## config.mk

```make
export PLATFORM = sky130hd
export DESIGN_NAME = hazard_controller
export DESIGN_NICKNAME = d
export VERILOG_FILES = /design/src/rtl/hazard_controller.sv
export SDC_FILE = /design/constraint.sdc
export NUM_CORES = 1
export LEC_CHECK = 0
export CAP_MARGIN = 5
export CORE_ASPECT_RATIO = 2
export CORE_MARGIN = 5
export CORE_UTILIZATION = 50
export DETAILED_ROUTE_END_ITERATION = 16
export HOLD_SLACK_MARGIN = 0.1
export PLACE_DENSITY_LB_ADDON = 0.2
export SETUP_SLACK_MARGIN = 0.5
export SYNTH_ARGS = -nofsm -noshare
export SYNTH_HDL_FRONTEND = slang
export SYNTH_SLANG_ARGS = --single-unit
```

## constraint.sdc

```tcl
create_clock -name clock -period 4.3 [get_ports clock]
set_input_delay 0.43 -clock clock [delete_from_list [all_inputs] [get_ports clock]]
set_output_delay 0.43 -clock clock [all_outputs]
set_load 0.02 [all_outputs]
```

## src/rtl/hazard_controller.sv

```systemverilog
// Pipeline hazard controller: tracks EX/MEM producers and chooses one
// pipeline action per cycle: FREEZE, STALL, FLUSH or RUN.
module hazard_controller (
  input  logic        clock,
  input  logic        reset,
  input  logic [4:0]  id_rs,
  input  logic [4:0]  id_rt,
  input  logic        id_uses_rs,
  input  logic        id_uses_rt,
  input  logic [4:0]  id_rd,
  input  logic        id_reg_write,
  input  logic        id_mem_read,
  input  logic        id_is_branch,
  input  logic        branch_sel,
  input  logic        jump_sel,
  input  logic        mem_wait,
  output logic        pc_write,
  output logic        if_id_write,
  output logic        if_id_flush,
  output logic        mux_ctrl_signal_sel,
  output logic [1:0]  state,
  output logic [15:0] stall_cycles,
  output logic [15:0] flush_count
);

  localparam int unsigned REG_W = 5;
  localparam int unsigned CNT_W = 16;
  localparam logic [CNT_W-1:0] CNT_MAX = '1;

  typedef enum logic [1:0] {
    ACT_RUN    = 2'd0,
    ACT_STALL  = 2'd1,
    ACT_FLUSH  = 2'd2,
    ACT_FREEZE = 2'd3
  } action_e;

  logic             r_ex_valid, r_ex_load, r_mem_valid;
  logic [REG_W-1:0] r_ex_dest, r_mem_dest;
  action_e          r_state, w_next;
  logic [CNT_W-1:0] r_stall_cycles, r_flush_count;
  logic             w_load_use, w_branch_haz, w_hazard;
  logic             w_rs_ex, w_rt_ex, w_rs_mem, w_rt_mem;

  function automatic logic f_match(input logic v, input logic [REG_W-1:0] d,
                                   input logic [REG_W-1:0] r);
    return v && (d == r) && (r != '0);
  endfunction

  // Source-versus-producer comparisons; register 0 never matches
  assign w_rs_ex  = id_uses_rs && f_match(r_ex_valid,  r_ex_dest,  id_rs);
  assign w_rt_ex  = id_uses_rt && f_match(r_ex_valid,  r_ex_dest,  id_rt);
  assign w_rs_mem = id_uses_rs && f_match(r_mem_valid, r_mem_dest, id_rs);
  assign w_rt_mem = id_uses_rt && f_match(r_mem_valid, r_mem_dest, id_rt);

  assign w_load_use   = r_ex_load && (w_rs_ex || w_rt_ex);
  assign w_branch_haz = id_is_branch && (w_rs_ex || w_rt_ex || w_rs_mem || w_rt_mem);
  assign w_hazard     = w_load_use || w_branch_haz;

  // State register: records the action applied at each edge
  always_ff @(posedge clock) begin
    if (reset) r_state <= ACT_RUN;
    else       r_state <= w_next;
  end

  // Next-state: action priority freeze > stall > flush > run
  always_comb begin
    w_next = ACT_RUN;
    if (mem_wait)                     w_next = ACT_FREEZE;
    else if (w_hazard)                w_next = ACT_STALL;
    else if (branch_sel || jump_sel)  w_next = ACT_FLUSH;
  end

  // Output decode of the action being applied this cycle
  always_comb begin
    pc_write            = 1'b1;
    if_id_write         = 1'b1;
    if_id_flush         = 1'b0;
    mux_ctrl_signal_sel = 1'b1;
    if (reset) begin
      pc_write            = 1'b0;
      if_id_write         = 1'b0;
      if_id_flush         = 1'b1;
      mux_ctrl_signal_sel = 1'b0;
    end else begin
      case (w_next)
        ACT_STALL: begin
          pc_write            = 1'b0;
          if_id_write         = 1'b0;
          mux_ctrl_signal_sel = 1'b0;
        end
        ACT_FLUSH:  if_id_flush = 1'b1;
        ACT_FREEZE: begin
          pc_write    = 1'b0;
          if_id_write = 1'b0;
        end
        default: ;
      endcase
    end
  end

  // Producer scoreboard; a stall pushes a bubble into EX, a freeze holds all
  always_ff @(posedge clock) begin
    if (reset) begin
      r_ex_valid  <= 1'b0;
      r_ex_dest   <= '0;
      r_ex_load   <= 1'b0;
      r_mem_valid <= 1'b0;
      r_mem_dest  <= '0;
    end else if (w_next != ACT_FREEZE) begin
      r_mem_valid <= r_ex_valid;
      r_mem_dest  <= r_ex_dest;
      if (w_next == ACT_STALL) begin
        r_ex_valid <= 1'b0;
        r_ex_dest  <= '0;
        r_ex_load  <= 1'b0;
      end else begin
        r_ex_valid <= id_reg_write && (id_rd != '0);
        r_ex_dest  <= id_rd;
        r_ex_load  <= id_mem_read;
      end
    end
  end

  // Saturating performance counters
  always_ff @(posedge clock) begin
    if (reset) begin
      r_stall_cycles <= '0;
      r_flush_count  <= '0;
    end else begin
      if (w_next == ACT_STALL && r_stall_cycles != CNT_MAX)
        r_stall_cycles <= r_stall_cycles + CNT_W'(1);
      if (w_next == ACT_FLUSH && r_flush_count != CNT_MAX)
        r_flush_count <= r_flush_count + CNT_W'(1);
    end
  end

  assign state        = r_state;
  assign stall_cycles = r_stall_cycles;
  assign flush_count  = r_flush_count;

endmodule

```

==> impl_metrics.py <==
metrics = {
    "status": {
        "status": "finished clean",
    },
    "worst_hold_path": {
        "hp-start": "r_ex_load",
        "whs_path_depth": 2,
        "holdPathEnd": "r_ex_load",
        "hold_class": "register to register",
    },
    "grt": {
        "grt_pass1_vias": 2305,
        "antenna_found_initial": 0,
        "overflow": 0,
        "grt_max_degree": 61,
        "grt_pass1_wl_microns": 10700,
        "grt_use_total_pct": 21.2,
    },
    "setup_path": {
        "cp_slowest_cell": "clkdlybuf4s50_1",
        "cpPeakStageDelay_ns": 0.53,
        "crit_top_cell": "clkdlybuf4s50_1",
        "r2r-start": "r_mem_dest[2]",
        "worst_r2r_endpoint": "stall_cycles[12]",
        "crit_path_end_kind": "output pin",
        "critPathKind": "input pin to output pin",
        "critPathMaxFanout": 17,
        "crit_chain": "clkdlybuf4s50_1 > xor2_1 > nor4_1 > nand4_1 > a21oi_2 > nor2_4 > a21o_1 > clkdlybuf4s50_1",
        "required_ns": 3.87,
        "r2r_slack_ns": 1.60,
        "reg2regPathDepth": 8,
        "cp.arrival_ns": 2.90,
        "crit_path_start_kind": "input pin",
    },
    "final_layout": {
        "layout.nets": 373,
        "final_area_sq_um": 3240,
        "synthToLayoutAreaGrowth_pct": 29.3,
        "drive_above_1_share_pct": 9.22,
        "num_antenna_cells": 0,
    },
    "route": {
        "drtPass1Iterations": 4,
        "num_vias": 2349,
        "wl_microns": 6650,
        "drt-wirelength-per-cell_microns": 16.4,
        "viasPerCell": 5.81,
        "drt_iter0_drc": 87,
        "drcViolationCount": 0,
        "postRouteAntennaNets": 0,
    },
    "die": {
        "die_h_microns": 110,
        "dieArea_sq_um": 6620,
        "start_util_pct": 51.5,
        "ioPinCount": 63,
        "rows": 36,
        "dieWidth_microns": 60.1,
        "core_area_sq_um": 4860,
    },
    "sta": {
        "fin_crit_ns": 3.33,
        "grt_setup_unrepaired": "no",
        "setup_tns_ns": 0,
        "drv_slew": 0,
        "setup_viol": 0,
        "hold_violations": 0,
        "finalCritPeriodShare_pct": 77.5,
        "maxSlewHeadroom_pct": 45.7,
        "worstMarginPinSlew_ns": 0.815,
        "max_freq_mhz": 300,
        "skew_ns": 0.0176,
    },
    "cts": {
        "cts.sinks": 47,
        "tritoncts": "done",
        "cts_resized": 0,
        "cts-buffers-inserted": 5,
        "insertion_delay_ns": 0.31,
        "htreeDepth": 2,
        "cts_buffer_depth": 2,
        "cts_root_buf": "clkbuf_8",
        "path_clk_slew_ns": 0.09,
        "cts_setup_buffers": 0,
        "postCtsHoldBufs": 0,
    },
    "pwr": {
        "ir_worst_vdd_uv": 347,
        "powerDensity_nw_per_um2": 276,
        "power_leakage_uw": 0.00120,
        "finalPower_uw": 894,
    },
    "run": {
        "max_cap_violations": 0,
    },
    "logic_synthesis": {
        "synth_nets": 321,
        "synthCells": 294,
        "avgSynthCellArea_sq_um": 8.53,
        "synth-seq-cells": 47,
        "yosysUniqueCellTypes": 39,
        "seq_area_frac_synth_pct": 37.5,
        "ys_warn_count": 0,
        "syn_area_sq_um": 2510,
    },
    "placed_design": {
        "gp_congestion": 1.02,
        "io_buffers": 62,
        "post-dp-hpwl_microns": 4850,
        "place_area_sq_um": 3130,
    },
}
worst max path at each step:
stage,from,end,slack (ns),depth (start not counted)
4_1_cts,id_rs[2],if_id_flush,0.99,8
3_5_place_dp,id_rs[2],if_id_flush,0.99,8
6_report,id_rs[2],if_id_flush,0.97,8
3_3_place_gp,id_rs[0],if_id_flush,1.05,8
2_1_floorplan,id_rs[1],pc_write,1.62,5
5_1_grt,id_rs[1],mux_ctrl_signal_sel,0.84,8
power by group:
group | internal, uW | switching [uW] | leakage [uW] | total, uW
combinational | 49.2 | 51.9 | 0.000763 | 101
clock | 175 | 163 | 0.0000548 | 339
sequential | 443 | 10.3 | 0.000381 | 454
total | 668 | 225 | 0.00120 | 894
critical path: cells and delay by family:
| family | cells | cell delay, ns |
|---|---|---|
| buffers and inverters | 2 | 1.00 |
| and+or+nand+nor | 3 | 0.76 |
| xor gates and xnor gates | 1 | 0.17 |
| AOI/OAI and AO/OA | 2 | 0.54 |
layer usage:
metal  global-route usage [%]  vias to the layer above  wire [microns]
met5                        0                        -               0
met4                     10.6                        0             216
met3                     3.03                       15             312
met2                     37.1                       69            3460
met1                     24.2                     1091            2660
li1                         -                     1174               -
Yosys cell counts:
| cell type | count | share of area [%] |
|---|---|---|
| dfxtp_1 | 47 | 38 |
| nor2_1 | 28 | 4.2 |
| a21oi_1 | 25 | 5.0 |
| nand3_1 | 19 | 3.8 |
| or4_1 | 14 | 4.2 |
| xor2_1 | 14 | 4.9 |
| nand2_1 | 13 | 1.9 |
| clkbuf_1 | 12 | 1.8 |
| mux2_2 | 12 | 5.4 |
| nor2b_1 | 12 | 3.0 |
| o31ai_1 | 11 | 3.3 |
| and3_1 | 10 | 2.5 |
| nand4_1 | 8 | 2.0 |
| nor4_1 | 8 | 2.0 |
| xnor2_1 | 8 | 2.8 |
| mux2i_1 | 7 | 2.8 |
| o21ai_0 | 7 | 1.4 |
| and4_1 | 5 | 1.7 |
| buf_2 | 5 | 1.0 |
| inv_1 | 3 | 0.45 |
| a21oi_2 | 2 | 0.70 |
| a31o_2 | 2 | 0.70 |
| and2_1 | 2 | 0.50 |
| buf_1 | 2 | 0.30 |
| ha_1 | 2 | 1.0 |
| nor3_1 | 2 | 0.40 |
| nor4b_1 | 2 | 0.70 |
| a21bo_2 | 1 | 0.40 |
| a21o_1 | 1 | 0.30 |
| a311oi_1 | 1 | 0.35 |
| a31oi_1 | 1 | 0.25 |
| a41o_1 | 1 | 0.40 |
| buf_4 | 1 | 0.30 |
| buf_6 | 1 | 0.45 |
| nand2b_1 | 1 | 0.25 |
| nand3b_1 | 1 | 0.30 |
| nor2_4 | 1 | 0.45 |
| or3_1 | 1 | 0.25 |
| or3b_2 | 1 | 0.35 |
cell usage in the layout, fill, tap and decap left out, types with 3 or more instances in the layout:
cell type and count:
or4_1 14, nor4_1 8, xor2_1 14, mux2_2 12, buf_4 4, inv_1 3
dfxtp_1 47, mux2i_1 7, and3_1 10, o31ai_1 11, nor2_1 28, nand4_1 8
nand2_1 13, and4_1 5, a21oi_1 25, nand3_1 19, xnor2_1 8, nor2b_1 12
o21ai_0 7, clkbuf_8 5, clkdlybuf4s50_1 61
layout make-up:
class,count,area (sq um)
Clock inverter,3,46.3
Fill cell,439,1620
Multi-Input combinational cell,223,1460
Tap cell,57,71.3
Sequential cell,47,941
Clock buffer,5,68.8
Inverter,3,11.3
Timing Repair Buffer,66,646
logic make-up after synthesis:
kind of cell / synth area share, %
DFF: 37.5
AOI/OAI and AO/OA: 12.8
muxes: 8.18
buffers and inverters: 4.29
adders and majority gates: 0.998
xor gates and xnor gates: 7.68
and+or+nand+nor: 28.5
flip-flops by register name (all words and copies together), names as in the netlist:
register and cells:
r_mem_dest 5, stall_cycles 16, state 2, r_ex_valid 1, flush_count 16, r_mem_valid 1
r_ex_load 1, r_ex_dest 5
per-stage QoR:
stage / std cells / util [%] / setup slack (ns) / hold slack, ns
after floorplan: 294 / - / 1.62 / 0.429
final: 404 / 66.7 / 0.966 / 0.468
after detailed placement: 396 / 64.3 / 0.990 / 0.459
after CTS: 404 / 66.7 / 0.993 / 0.472
after global placement: 396 / 64.3 / 1.05 / 0.443
after global routing: 404 / 66.7 / 0.845 / 0.519
(Power assumes the default switching activity.)
